<file path="src/rtl/iter_divider_if.sv">
// Divide-unit operation type and the pipeline-side request/response bundle.
// The pipeline drives the master side and the divider implements the slave side.
`timescale 1ns/1ps

package iter_divider_pkg;
  typedef enum logic [1:0] {
    divop_div,
    divop_divu,
    divop_rem,
    divop_remu
  } rv32_divop;
endpackage

interface iter_divider_if #(
  parameter int N = 32
);
  import iter_divider_pkg::*;

  logic          i_en;
  rv32_divop     i_divop;
  logic [N-1:0]  i_data_a;
  logic [N-1:0]  i_data_b;
  logic [N-1:0]  o_data;
  logic          o_stall;

  modport master (
    output i_en, i_divop, i_data_a, i_data_b,
    input  o_data, o_stall
  );

  modport slave (
    input  i_en, i_divop, i_data_a, i_data_b,
    output o_data, o_stall
  );
endinterface

</file>
<file path="src/rtl/iter_divider.sv">
// Multi-cycle restoring divider for RV32M DIV/DIVU/REM/REMU, S quotient bits per cycle.
// Divide-by-zero and signed overflow bypass the iteration and finish in one cycle.
`timescale 1ns/1ps

module iter_divider
  import iter_divider_pkg::*;
#(
  parameter int N = 32,
  parameter int S = 2
) (
  input  logic           i_clk,
  input  logic           i_rst_n,
  iter_divider_if.slave  bus
);

  localparam int K  = N / S;
  localparam int CW = $clog2(K + 1);
  localparam logic [N-1:0] MIN_NEG = {1'b1, {(N-1){1'b0}}};

  if (N < 4 || (N & (N - 1)) != 0 || S < 1 || (S & (S - 1)) != 0 || S > N) begin : g_param_err
    $error("iter_divider: N must be a power of 2 >= 4 and S a power of 2 dividing N");
  end

  typedef enum logic [1:0] {ST_IDLE, ST_BUSY, ST_DONE} state_e;

  state_e         r_state, w_state_nxt;
  logic [CW-1:0]  r_cnt;
  logic [N-1:0]   r_rem, r_quo, r_div, r_data;
  logic           r_op_div, r_neg_q, r_neg_r;
  logic           w_stall, w_start, w_last;

  // Operand decode at request time
  logic           w_op_signed, w_op_div, w_a_neg, w_b_neg, w_div0, w_ovf, w_special;
  logic [N-1:0]   w_abs_a, w_abs_b, w_special_res;

  assign w_op_signed = (bus.i_divop == divop_div) || (bus.i_divop == divop_rem);
  assign w_op_div    = (bus.i_divop == divop_div) || (bus.i_divop == divop_divu);
  assign w_a_neg     = w_op_signed & bus.i_data_a[N-1];
  assign w_b_neg     = w_op_signed & bus.i_data_b[N-1];
  assign w_abs_a     = w_a_neg ? -bus.i_data_a : bus.i_data_a;
  assign w_abs_b     = w_b_neg ? -bus.i_data_b : bus.i_data_b;
  assign w_div0      = (bus.i_data_b == '0);
  assign w_ovf       = w_op_signed && (bus.i_data_a == MIN_NEG) && (bus.i_data_b == '1);
  assign w_special   = w_div0 | w_ovf;
  assign w_special_res = w_div0 ? (w_op_div ? '1 : bus.i_data_a)
                                : (w_op_div ? MIN_NEG : '0);

  // S unrolled restoring steps; bit N of the trial difference is the borrow
  logic [N-1:0] w_rem [S+1];
  logic [N-1:0] w_quo [S+1];
  logic [N-1:0] w_q_fin, w_r_fin;

  assign w_rem[0] = r_rem;
  assign w_quo[0] = r_quo;

  for (genvar g = 0; g < S; g++) begin : g_step
    logic [N:0] w_trial;
    assign w_trial    = {w_rem[g], w_quo[g][N-1]} - {1'b0, r_div};
    assign w_rem[g+1] = w_trial[N] ? {w_rem[g][N-2:0], w_quo[g][N-1]} : w_trial[N-1:0];
    assign w_quo[g+1] = {w_quo[g][N-2:0], ~w_trial[N]};
  end

  assign w_q_fin = r_neg_q ? -w_quo[S] : w_quo[S];
  assign w_r_fin = r_neg_r ? -w_rem[S] : w_rem[S];

  // NOTE: sequential state uses non-blocking assignments so every flop samples pre-edge values.
  always_ff @(posedge i_clk or negedge i_rst_n) begin
    if (!i_rst_n) r_state <= ST_IDLE;
    else          r_state <= w_state_nxt;
  end

  // NOTE: every signal driven here gets a default first, so no path can infer a latch.
  always_comb begin
    w_state_nxt = r_state;
    w_stall     = 1'b0;
    w_start     = 1'b0;
    w_last      = 1'b0;
    unique case (r_state)
      ST_IDLE: begin
        w_stall = bus.i_en & i_rst_n;
        if (bus.i_en) begin
          w_start     = 1'b1;
          w_state_nxt = w_special ? ST_DONE : ST_BUSY;
        end
      end
      ST_BUSY: begin
        w_stall = 1'b1;
        if (r_cnt == CW'(K - 1)) begin
          w_last      = 1'b1;
          w_state_nxt = ST_DONE;
        end
      end
      ST_DONE: w_state_nxt = ST_IDLE;
      default: w_state_nxt = ST_IDLE;
    endcase
  end

  always_ff @(posedge i_clk or negedge i_rst_n) begin
    if (!i_rst_n) begin
      r_cnt    <= '0;
      r_rem    <= '0;
      r_quo    <= '0;
      r_div    <= '0;
      r_data   <= '0;
      r_op_div <= 1'b0;
      r_neg_q  <= 1'b0;
      r_neg_r  <= 1'b0;
    end else if (w_start) begin
      r_cnt    <= '0;
      r_rem    <= '0;
      r_quo    <= w_abs_a;
      r_div    <= w_abs_b;
      r_op_div <= w_op_div;
      r_neg_q  <= w_a_neg ^ w_b_neg;
      r_neg_r  <= w_a_neg;
      if (w_special) r_data <= w_special_res;
    end else if (r_state == ST_BUSY) begin
      r_cnt <= r_cnt + 1'b1;
      r_rem <= w_rem[S];
      r_quo <= w_quo[S];
      if (w_last) r_data <= r_op_div ? w_q_fin : w_r_fin;
    end
  end

  assign bus.o_data  = r_data;
  assign bus.o_stall = w_stall;

endmodule

</file>
<file path="src/flat_wrapper.sv">
// flat-port wrapper written by rule: the top's interface ports become plain ports
module iter_divider_flat import iter_divider_pkg::*;
#(
  parameter int N = 32,
  parameter int S = 2
)
  (i_clk, i_rst_n, bus_i_en, bus_i_divop, bus_i_data_a, bus_i_data_b, bus_o_data, bus_o_stall);
  iter_divider_if #(.N(N)) bus_i ();
  input  logic i_clk;
  input  logic i_rst_n;
  input wire logic [$bits(bus_i.i_en)-1:0] bus_i_en;
  input wire logic [$bits(bus_i.i_divop)-1:0] bus_i_divop;
  input wire logic [$bits(bus_i.i_data_a)-1:0] bus_i_data_a;
  input wire logic [$bits(bus_i.i_data_b)-1:0] bus_i_data_b;
  output wire logic [$bits(bus_i.o_data)-1:0] bus_o_data;
  output wire logic [$bits(bus_i.o_stall)-1:0] bus_o_stall;
  assign bus_i.i_en = bus_i_en;
  assign bus_i.i_divop = bus_i_divop;
  assign bus_i.i_data_a = bus_i_data_a;
  assign bus_i.i_data_b = bus_i_data_b;
  assign bus_o_data = bus_i.o_data;
  assign bus_o_stall = bus_i.o_stall;
  iter_divider #(.N(N), .S(S)) u_core (.i_clk(i_clk), .i_rst_n(i_rst_n), .bus(bus_i));
endmodule
</file>
<file path="config.mk">
export PLATFORM = sky130hd
export DESIGN_NAME = iter_divider_flat
export DESIGN_NICKNAME = d
export VERILOG_FILES = /design/src/rtl/iter_divider_if.sv /design/src/rtl/iter_divider.sv /design/src/flat_wrapper.sv
export SDC_FILE = /design/constraint.sdc
export NUM_CORES = 1
export LEC_CHECK = 0
export ABC_AREA = 1
export CORE_ASPECT_RATIO = 1.2
export CORE_MARGIN = 8
export CORE_UTILIZATION = 41
export DETAILED_ROUTE_END_ITERATION = 8
export REMOVE_ABC_BUFFERS = 1
export SYNTH_ARGS = -nofsm -noshare
export SYNTH_HDL_FRONTEND = slang
export SYNTH_SLANG_ARGS = --single-unit
</file>
<file path="constraint.sdc">
create_clock -name i_clk -period 8.3 [get_ports i_clk]
set_clock_uncertainty 0.15 [all_clocks]
set_input_delay 1.245 -clock i_clk [delete_from_list [all_inputs] [get_ports i_clk]]
set_output_delay 1.245 -clock i_clk [all_outputs]
set_load 0.01 [all_outputs]
</file>
-- Yosys cells after proc, flatten, opt, wreduce, memory -nomap -nowiden
Cells that the tools add are included.
- div/mod/pow operators: 0
- bitwise operators: 7
- magnitude comparators: 0
- reduce and logical (&&, ||, !) cells: 11
- shift operators: 0
- multiplexer cells: 29
- multiply operators: 0
- add/subtract/negate cells: 7
- eq/ne operators: 9
- operators with widths (cell ; count):
    32-bit 2-to-1 mux ; 18
    32-bit negation ; 4
    33-bit by 32-bit subtractor with 33-bit output ; 2
    32-bit == test (second input constant) ; 2
    32-bit zero test ; 1
    5-bit 2-to-1 mux ; 2
    2-bit 2-to-1 mux ; 3
    5-bit by 1-bit adder with 5-bit output (second input constant) ; 1
    5-bit by 4-bit == test with 1-bit output (second input constant) ; 1
    2-bit by 1-bit == test with 1-bit output (second input constant) ; 2
    2-bit zero test ; 2
    1-bit 2-to-1 mux ; 4
    2-bit != test (second input constant) ; 2
    2-bit one-hot mux with 2 select lines ; 1
    2-bit nonzero test ; 2
    1-bit AND ; 3
    3-bit AND reduction ; 1
    2-bit == test (second input constant) ; 1
    1-bit logical AND ; 2
    1-bit logical OR ; 2
    2-bit by 1-bit != test with 1-bit output (second input constant) ; 1
    1-bit inverter ; 2
    1-bit one-hot mux with 2 select lines ; 1
    2-bit AND reduction ; 1
    other kinds (2) ; 2
- input port bits: 69
- memory bits (writable): 0
- memories kept: 0
- memory bits (read-only): 0
- bits in latches: 0
- register bits: 138

-- Longest topological paths before layout
- word-level depth: 10
- gate-level depth with buffers: 50
- mapped depth without buffers: 46

-- Least setup slack after synthesis
Ideal clock, no wire load.
- kind: register -> register
- start point: reg u_core.r_quo[31]
- end point: reg u_core.r_data[30], in the netlist u_core.bus.o_data[30]
- setup time: 0.077 ns
- stages on the path, launching flop included: 49
- path slack: 2.210 ns
- path buffers: 5
- data required time: 8.073 ns
- data arrival time: 5.863 ns
- cells stage by stage: dfrtp_1 -> inv_1 -> ha_1 -> inv_1 -> fa_1 -> nand2_1 -> nand2_1 -> nand3_1 -> nand2_2 -> nand2_2 -> nand2_4 -> nand2_2 -> nand2_2 -> nand2_2 -> nand2_4 -> buf_6 -> buf_6 -> buf_6 -> (+13 left out) -> buf_6 -> ha_1 -> inv_1 -> nor3_1 -> inv_1 -> nor3_1 -> nand2_1 -> nor4_1 -> nand3_1 -> inv_1 -> a21oi_1 -> inv_1 -> o21ai_0 -> a21oi_1 -> o21ai_0 -> nand2_1 -> nand2_1 -> a21oi_1
- longest elaborated chain between the ends: 10
- elaborated cells on any way between the ends: 14
- ends and longest elaborated chain (item ; RTL line ; RTL):
    start: declaration ; iter_divider.sv:28 ; logic [N-1:0] r_rem, r_quo, r_div, r_data;
    start signal: assignment ; iter_divider.sv:111 ; r_quo <= w_abs_a;
    start signal: assignment ; iter_divider.sv:120 ; r_quo <= w_quo[S];
    33-bit by 32-bit subtractor with 33-bit output ; iter_divider.sv:58 ; assign w_trial = {w_rem[g], w_quo[g][N-1]} - {1'b0, r_div};
    32-bit 2-to-1 mux ; iter_divider.sv:59 ; assign w_rem[g+1] = w_trial[N] ? {w_rem[g][N-2:0], w_quo[g][N-1]} : w_trial[N-1:0];
    33-bit by 32-bit subtractor with 33-bit output ; iter_divider.sv:58 ;
    32-bit 2-to-1 mux / 1-bit inverter (equally long branches) ; iter_divider.sv:59, iter_divider.sv:60 ;
    32-bit negation, on equally long branches ; iter_divider.sv:64, iter_divider.sv:63 ;
    32-bit 2-to-1 mux, on equally long branches ; iter_divider.sv:64, iter_divider.sv:63 ;
    32-bit 2-to-1 mux (*) (2 in series) ; iter_divider.sv:121 ; if (w_last) r_data <= r_op_div ? w_q_fin : w_r_fin;
    32-bit 2-to-1 mux (*) ; iter_divider.sv:117 ; end else if (r_state == ST_BUSY) begin
    32-bit 2-to-1 mux (*) ; iter_divider.sv:108 ; end else if (w_start) begin
    end signal: assignment ; iter_divider.sv:116 ; if (w_special) r_data <= w_special_res;
    end signal: assignment ; iter_divider.sv:121 ;
    end: declaration ; iter_divider.sv:28 ;
Mark *: on every way between the ends. The rest lies on a longest branch, timed or not. The select of a mux whose other input is x is not followed.
A chain may end at the register's enable or synchronous reset.

-- Worst setup path after layout
- start point: reg u_core.r_div[0]
- end point: reg u_core.r_data[30], in the netlist u_core.bus.o_data[30]
- longest elaborated chain between the ends: 10
- elaborated cells on any way between the ends: 14
- ends and longest elaborated chain (item ; RTL line ; RTL):
    start: declaration ; iter_divider.sv:28 ;
    start signal: assignment ; iter_divider.sv:112 ; r_div <= w_abs_b;
    33-bit by 32-bit subtractor with 33-bit output ; iter_divider.sv:58 ;
    32-bit 2-to-1 mux ; iter_divider.sv:59 ;
    33-bit by 32-bit subtractor with 33-bit output ; iter_divider.sv:58 ;
    32-bit 2-to-1 mux / 1-bit inverter (equally long branches) ; iter_divider.sv:59, iter_divider.sv:60 ;
    32-bit negation, on equally long branches ; iter_divider.sv:64, iter_divider.sv:63 ;
    32-bit 2-to-1 mux, on equally long branches ; iter_divider.sv:64, iter_divider.sv:63 ;
    32-bit 2-to-1 mux (*) (2 in series) ; iter_divider.sv:121 ;
    32-bit 2-to-1 mux (*) ; iter_divider.sv:117 ;
    32-bit 2-to-1 mux (*) ; iter_divider.sv:108 ;
Marked as above.

==> impl_metrics.py <==
metrics = {
    "logic_synthesis": {
        "syn_avg_cell_area_um2": 6.18,
        "synth_simple_gate_area_frac": 0.351,
        "synth.distinct_cells": 58,
        "ys_ff_latch": 138,
        "netlist_area_mm2": 0.0144,
        "synth.mux.area_fraction": 0,
        "synth_flop_cell": "dfrtp_1",
        "synth_seq_area_share": 0.240,
        "synthXorXnorAreaFrac": 0.0608,
        "synth_top_family_by_area": "simple AND/OR/NAND/NOR gates",
        "syn_inst": 2331,
        "synth_compound_area_frac": 0.186,
        "yosys_warnings": 0,
        "async_flop_share": 1.00,
        "synth_edf_count": 0,
        "synth_fa_ha_area_frac": 0.0644,
    },
    "worst_setup_path": {
        "cpMaxStageDelayCell": "nor4_1",
        "arrival_ns": 7.88,
        "crit_path_frequent_cell": "nand2_1",
        "start_kind": "flop",
        "worst_path_largest_cell_delay_ns": 0.60,
        "cp_max_fo": 6,
        "cp.required_ns": 8.54,
        "worstSetupPathType": "flop to flop",
        "end_kind": "flop",
    },
    "placement": {
        "dp_hpwl_mm": 44.8,
        "gp_congestion": 0.962,
        "port_buffers": 101,
        "place_area_mm2": 0.0158,
    },
    "timing": {
        "drv_slew": 0,
        "period_share": 0.921,
        "finalSetupViolCount": 0,
        "slew_headroom": 0.269,
        "finalCriticalPeriod_ns": 7.65,
        "fmax_mhz": 131,
        "grt_setup_unrepaired": "false",
        "setup-tns-final_ns": 0,
        "hold_viol": 0,
        "tightest_slew_ns": 1.10,
    },
    "clock_tree": {
        "cts-htree-levels": 4,
        "cts.path.max_buffers": 2,
        "path_clk_slew_ns": 0.06,
        "cts_buffers": 17,
        "post_cts_resized": 0,
        "ctsHoldBuffers": 0,
        "clkLatencyLatePin_ns": 0.46,
        "cts_setup_buffers": 0,
        "root_buffer": "clkbuf_16",
        "cts_tree": "yes",
        "cts_sinks": 138,
    },
    "grt": {
        "grt_pass1_wl_mm": 85.1,
        "gr-usage-all-layers": 0.261,
        "grt_pass1_vias": 14900,
        "antenna_found_initial": 0,
        "grt_overflow_total": 0,
        "grt_start_max_net_pins": 85,
    },
    "hold_path": {
        "min_path_type": "flop to flop",
    },
    "die": {
        "dieWidth_um": 187,
        "rows": 75,
        "core_area_mm2": 0.0348,
        "die_h_um": 221,
        "io_pins": 102,
        "initial_core_util": 0.414,
        "dieArea_mm2": 0.0414,
    },
    "final_layout": {
        "diodes": 0,
        "area_growth_pct": 13.8,
        "fillers": 3662,
        "design_area_mm2": 0.0164,
        "nets": 2534,
        "drive_gt1_frac": 0.0608,
    },
    "routing": {
        "vias": 15500,
        "drc": 0,
        "routed_via_density": 5.42,
        "first_iter_violations": 1116,
        "ant_nets": 0,
        "wl_per_cell_um": 19.4,
        "drt-pass1-iter-count": 8,
        "drt-total-wl_mm": 55.5,
    },
    "status": {
        "outcome": "finished, final reports clean",
    },
    "job": {
        "maxCapViolCount": 0,
    },
}
-- path summary, 6_finish.rpt --
kind                       slack, ns              from  depth (start not counted)                    end
setup / recovery                0.65   u_core.r_div[0]                         44  u_core.bus.o_data[30]
hold / removal                  0.34  u_core.r_div[15]                          2       u_core.r_div[15]
setup reg to reg                0.65   u_core.r_div[0]                         44  u_core.bus.o_data[30]
max in group asynchronous       5.94           i_rst_n                          2        u_core.r_rem[4]
min in group asynchronous       0.69           i_rst_n                          1        u_core.r_cnt[1]
hold reg to reg                 0.34  u_core.r_div[15]                          2       u_core.r_div[15]
-- per-stage QoR --
step	setup slack, ns	utilization	hold WS (ns)	std cells
after global routing	0.0991	0.471	0.366	2865
final	0.653	0.471	0.336	2865
after detailed placement	0.822	0.453	0.320	2835
after global placement	0.940	0.453	0.321	2835
after CTS	0.762	0.471	0.343	2865
after floorplan	1.35	-	0.303	2255
-- cell usage after synthesis, types with 3 or more instances --
| library cell | instances | share of area |
|---|---|---|
| nor3b_1 | 3 | 0.0016 |
| nand3b_1 | 6 | 0.0031 |
| buf_2 | 6 | 0.0021 |
| o21ai_1 | 40 | 0.014 |
| nand3_2 | 9 | 0.0063 |
| buf_1 | 11 | 0.0029 |
| dfrtp_1 | 138 | 0.24 |
| a21oi_1 | 140 | 0.049 |
| nor2_4 | 5 | 0.0039 |
| nor4_1 | 8 | 0.0035 |
| nor2_2 | 10 | 0.0043 |
| inv_1 | 255 | 0.066 |
| nand2_1 | 623 | 0.16 |
| nand3_1 | 139 | 0.048 |
| or2_2 | 4 | 0.0017 |
| xor2_1 | 70 | 0.043 |
| xnor2_1 | 30 | 0.018 |
| a31oi_1 | 25 | 0.011 |
| nand4_1 | 26 | 0.011 |
| inv_2 | 19 | 0.0050 |
| o21a_1 | 5 | 0.0026 |
| o22ai_1 | 23 | 0.010 |
| o21ai_2 | 6 | 0.0036 |
| o31ai_1 | 4 | 0.0021 |
| o21ai_0 | 205 | 0.071 |
| clkbuf_1 | 47 | 0.012 |
| nand2_4 | 7 | 0.0055 |
| a21o_1 | 8 | 0.0042 |
| o211ai_1 | 5 | 0.0026 |
| nor3_1 | 40 | 0.014 |
| nor2_1 | 262 | 0.068 |
| o21bai_1 | 11 | 0.0057 |
| ha_1 | 71 | 0.062 |
| nand2_2 | 30 | 0.013 |
| buf_6 | 11 | 0.0086 |
-- final cells by class --
cell class                 count  area [um^2]  area share
multi-input combinational   1841         9550       0.582
sequential                   138         3450       0.211
timing repair buffer         118         1140      0.0695
inverter                     276         1040      0.0632
tap                          462          578      0.0353
clock buffer                  21          480      0.0293
clock inverter                 9          161     0.00984
-- registers in the layout, indices dropped and copies added (netlist names) --
| name | cells |
|---|---|
| u_core.bus.o_data | 32 |
| u_core.r_cnt | 5 |
| u_core.r_div | 32 |
| u_core.r_neg_q | 1 |
| u_core.r_neg_r | 1 |
| u_core.r_op_div | 1 |
| u_core.r_quo | 32 |
| u_core.r_rem | 32 |
| u_core.r_state | 2 |
-- cell usage in the layout (no fill, tap or decap), types with 6 or more instances in the layout --
cell type,n
nand2_1,623
nor2_1,262
inv_1,255
o21ai_0,205
a21oi_1,140
nand3_1,138
dfrtp_1,138
clkdlybuf4s50_1,100
ha_1,71
xor2_1,70
o21ai_1,40
nor3_1,40
nand2_2,30
xnor2_1,30
nand4_1,26
a31oi_1,25
o22ai_1,23
inv_2,19
clkbuf_16,17
buf_4,17
o21bai_1,11
nor2_2,10
nand3_2,9
a21o_1,8
nor4_1,8
nand2_4,7
o21ai_2,6
nand3b_1,6
-- layer usage --
metal	track usage	part of all wire	vias to the layer above
met5	0	0	-
met4	0.131	0.046	0
met3	0.0316	0.042	82
met2	0.435	0.47	447
met1	0.330	0.44	7239
li1	-	-	7755
-- cells by family (layout without fill, tap and decap cells) --
family                   Yosys count  in the layout
AO/OA/AOI/OAI                    488            488
XOR/XNOR                         100            100
adder cells (fa/ha/maj)           73             73
buffers and inverters            352            424
flip-flops                       138            138
AND/OR/NAND/NOR                 1180           1180
-- worst max-delay path: cells and delay by family (launching register included) --
kind	cells	cell delay [ns]
and+or+nand+nor	23	3.78
AOI/OAI and AO/OA	8	1.30
adders and majority gates	4	0.96
buffers and inverters	8	0.72
DFF	1	0.41
xor gates and xnor gates	1	0.21
Power is left out: the tool's default activity adds up to more than one toggle a clock period on the data nets, which glitch-free logic cannot reach.
==> patch: new RTL, same settings <==
`S` is set to 2 in 2 places; all go to 4.
--- a/src/rtl/iter_divider.sv
+++ b/src/rtl/iter_divider.sv
@@ -8,3 +8,3 @@
   parameter int N = 32,
-  parameter int S = 2
+  parameter int S = 4
 ) (
--- a/src/flat_wrapper.sv
+++ b/src/flat_wrapper.sv
@@ -4,3 +4,3 @@
   parameter int N = 32,
-  parameter int S = 2
+  parameter int S = 4
 )
Formal check against the unedited RTL: not equivalent (a bounded check fails within 10 cycles, from zero or initial values and one cycle with i_rst_n low).
==> patch against the unedited design <==
  * The run now ends with setup timing left
  * Critical path depth increased by 35
  * Utilization increased by 27 points
  * Setup slack got worse by 2.2 ns
  * Synthesized area increased by 23%
  * Largest cell class unchanged
  * Global-route usage increased by 8.3 points
  * Final cell count increased by 55%
  * Final area increased by 93%
  * Highest routed layer unchanged
  * Critical endpoint is now u_core.bus.o_data[11]
  * Wire length increased by 64%
  * Sequential cell count decreased by 1
Power is left out: the tool's default activity adds up to more than one toggle a clock period on the data nets, which glitch-free logic cannot reach.
==> patch: results (changes against the unedited design) <==
Run status
  • Status: finished, violations left
  • Failing checks: setup timing

Placed design
  • Post-Place Cells: 4239 (+50%)
  • Buffers added on ports: 101 (unchanged)
  • Estimated wirelength of the detail-placed design: 66.2 mm (+48%)
  • Place WS: -2.73 ns (-3.55 ns)
  • RD Place Congestion: 1.02 (+5.7%)
  • Placed Area: 0.0251 sq mm (+59%)

Yosys
  • Top post-synthesis cells by count: 717 x nand2_1, 313 x inv_1, 312 x nor2_1
  • Top post-synthesis cells by area: dfrtp_1 19%, nand2_1 15%, ha_1 9.5%, o21ai_0 7.4%, inv_1 6.6%
  • Yosys cell types: 59 (+1.7%)
  • Post-synth ARST share: 100% (unchanged)
  • YS warnings: 0 (unchanged)
  • Sequential fraction of the synthesis area: 19.3% (-4.6 points)
  • Mapped Cells: 2873 (+23%)

Detailed routing
  • DR pass1 iterations: 6 (-2)
  • DR iter-0 viols: 1728 (+55%)
  • Vias per cell: 5.56 (+2.7%)
  • Wire per inst: 20.5 microns (+5.7%)

Timing
  • Slew of the pin with the lowest slew margin: 1.02 ns (-0.0774 ns)
  • Final setup vio count: 65 (+65)
  • Final setup TNS: -64.37 ns (-64.37 ns)
  • Setup WS post-layout: -1.56 ns (-2.21 ns)

Clock tree
  • Clk buf depth: 2 (unchanged)
  • Htree depth: 4 (unchanged)
  • Clk_lat worst skew: 0.46 ns (about the same)
  • Root Buffer: clkbuf_16
  • CTS clock-pin slew for the worst setup and hold paths: 0.07 ns
  • Total CTS buffers: 17 (unchanged)

Hold path
  • Min-Delay Path Class: flop to flop

Finish
  • Non-Filler Instances: 4454 (+55%)
  • Diode count: 0 (unchanged)
  • Layout fillers: 3323 (-9.3%)
  • Share of cells above drive strength 1: 44.2% (+38 points)
  • Nets: 4096 (+62%)

Global route
  • Tot GR Track Use: 34.4% (+8.3 points)
  • First-pass GRT wire length: 135 mm (+59%)
  • Vias in the first global route: 25000 (+67%)
  • Largest net degree at the start of global routing: 90 (+5.9%)
  • Initial antenna violation count: 0 (unchanged)

Worst setup path
  • CP max-delay cell: dfrtp_1
  • CP Max Fanout: 8 (+2)
  • Max incr delay on CP: 0.40 ns (-0.20 ns)
  • Arrival @ worst endpoint: 10.05 ns (+2.17 ns)
patch: changes by cell type in the layout (fill, tap and decap cells not counted), sizes merged, moves of 29 or more:
cell | unedited run | this run
inv | 276 | 333
o21ai | 251 | 316
nor2 | 277 | 326
buf | 18 | 977
nand2 | 660 | 751
a21oi | 143 | 231
ha | 71 | 134
xnor2 | 30 | 59
patch: cell families (layout without fill, tap and decap cells):
kind of cell,count (synthesis),in the layout,synth area share [%]
buffers and inverters,419,1447,9.34
adder cells (fa/ha/maj),138,138,9.91
AO/OA/AOI/OAI,698,698,22.0
AND/OR/NAND/NOR,1328,1329,31.9
XOR/XNOR,153,153,7.56
flip-flops,137,137,19.3
patch: layout make-up:
class | instances | share of cell area [%]
inverters | 335 | 4.13
repair inverters | 1 | 0.0277
flip-flops and latches | 137 | 10.8
multi-input cells | 2318 | 52.1
well taps | 552 | 2.18
clock buffers | 22 | 1.50
repair buffers | 1079 | 28.8
clock inverters | 10 | 0.447
patch: final timing paths:
kind                                        from               endpoint  cells past startpoint
max in group asynchronous                i_rst_n       u_core.r_rem[23]                      2
min in group asynchronous                i_rst_n   u_core.bus.o_data[6]                      1
worst max register to register  u_core.r_quo[31]  u_core.bus.o_data[11]                     79
worst max-delay path            u_core.r_quo[31]  u_core.bus.o_data[11]                     79
worst min-delay path            u_core.r_div[18]       u_core.r_div[18]                      2
worst min register to register  u_core.r_div[18]       u_core.r_div[18]                      2
patch: what timing repair did:
action	CTS	global route
setup buffers	123	55
pin swaps	180	187
setup endpoints to repair	65	65
gates cloned	11	2
resized for setup	750	318
patch: per-stage QoR:
stage                     util [%]  hold WS, ns
final                         73.9        0.340
after global routing          73.9        0.370
after CTS                     69.7        0.343
after detailed placement      58.7        0.329
after global placement        58.7        0.319
after floorplan                  -        0.303
patch: routing by layer:
layer | vias up | track usage, % | routed length [microns]
li1 | 11600 | - | -
met1 | 11800 | 38.9 | 34900
met2 | 1054 | 59.9 | 44000
met3 | 342 | 4.59 | 5490
met4 | 0 | 22.3 | 6850
met5 | - | 0 | 0
patch: worst max-delay path, delay by kind of cell (launching register included):
kind / cells / cell delay (ns)
compound gates: 13 / 1.71
fa+ha+maj: 5 / 1.34
buf+inv: 19 / 2.29
flops: 1 / 0.40
simple gates: 42 / 3.80
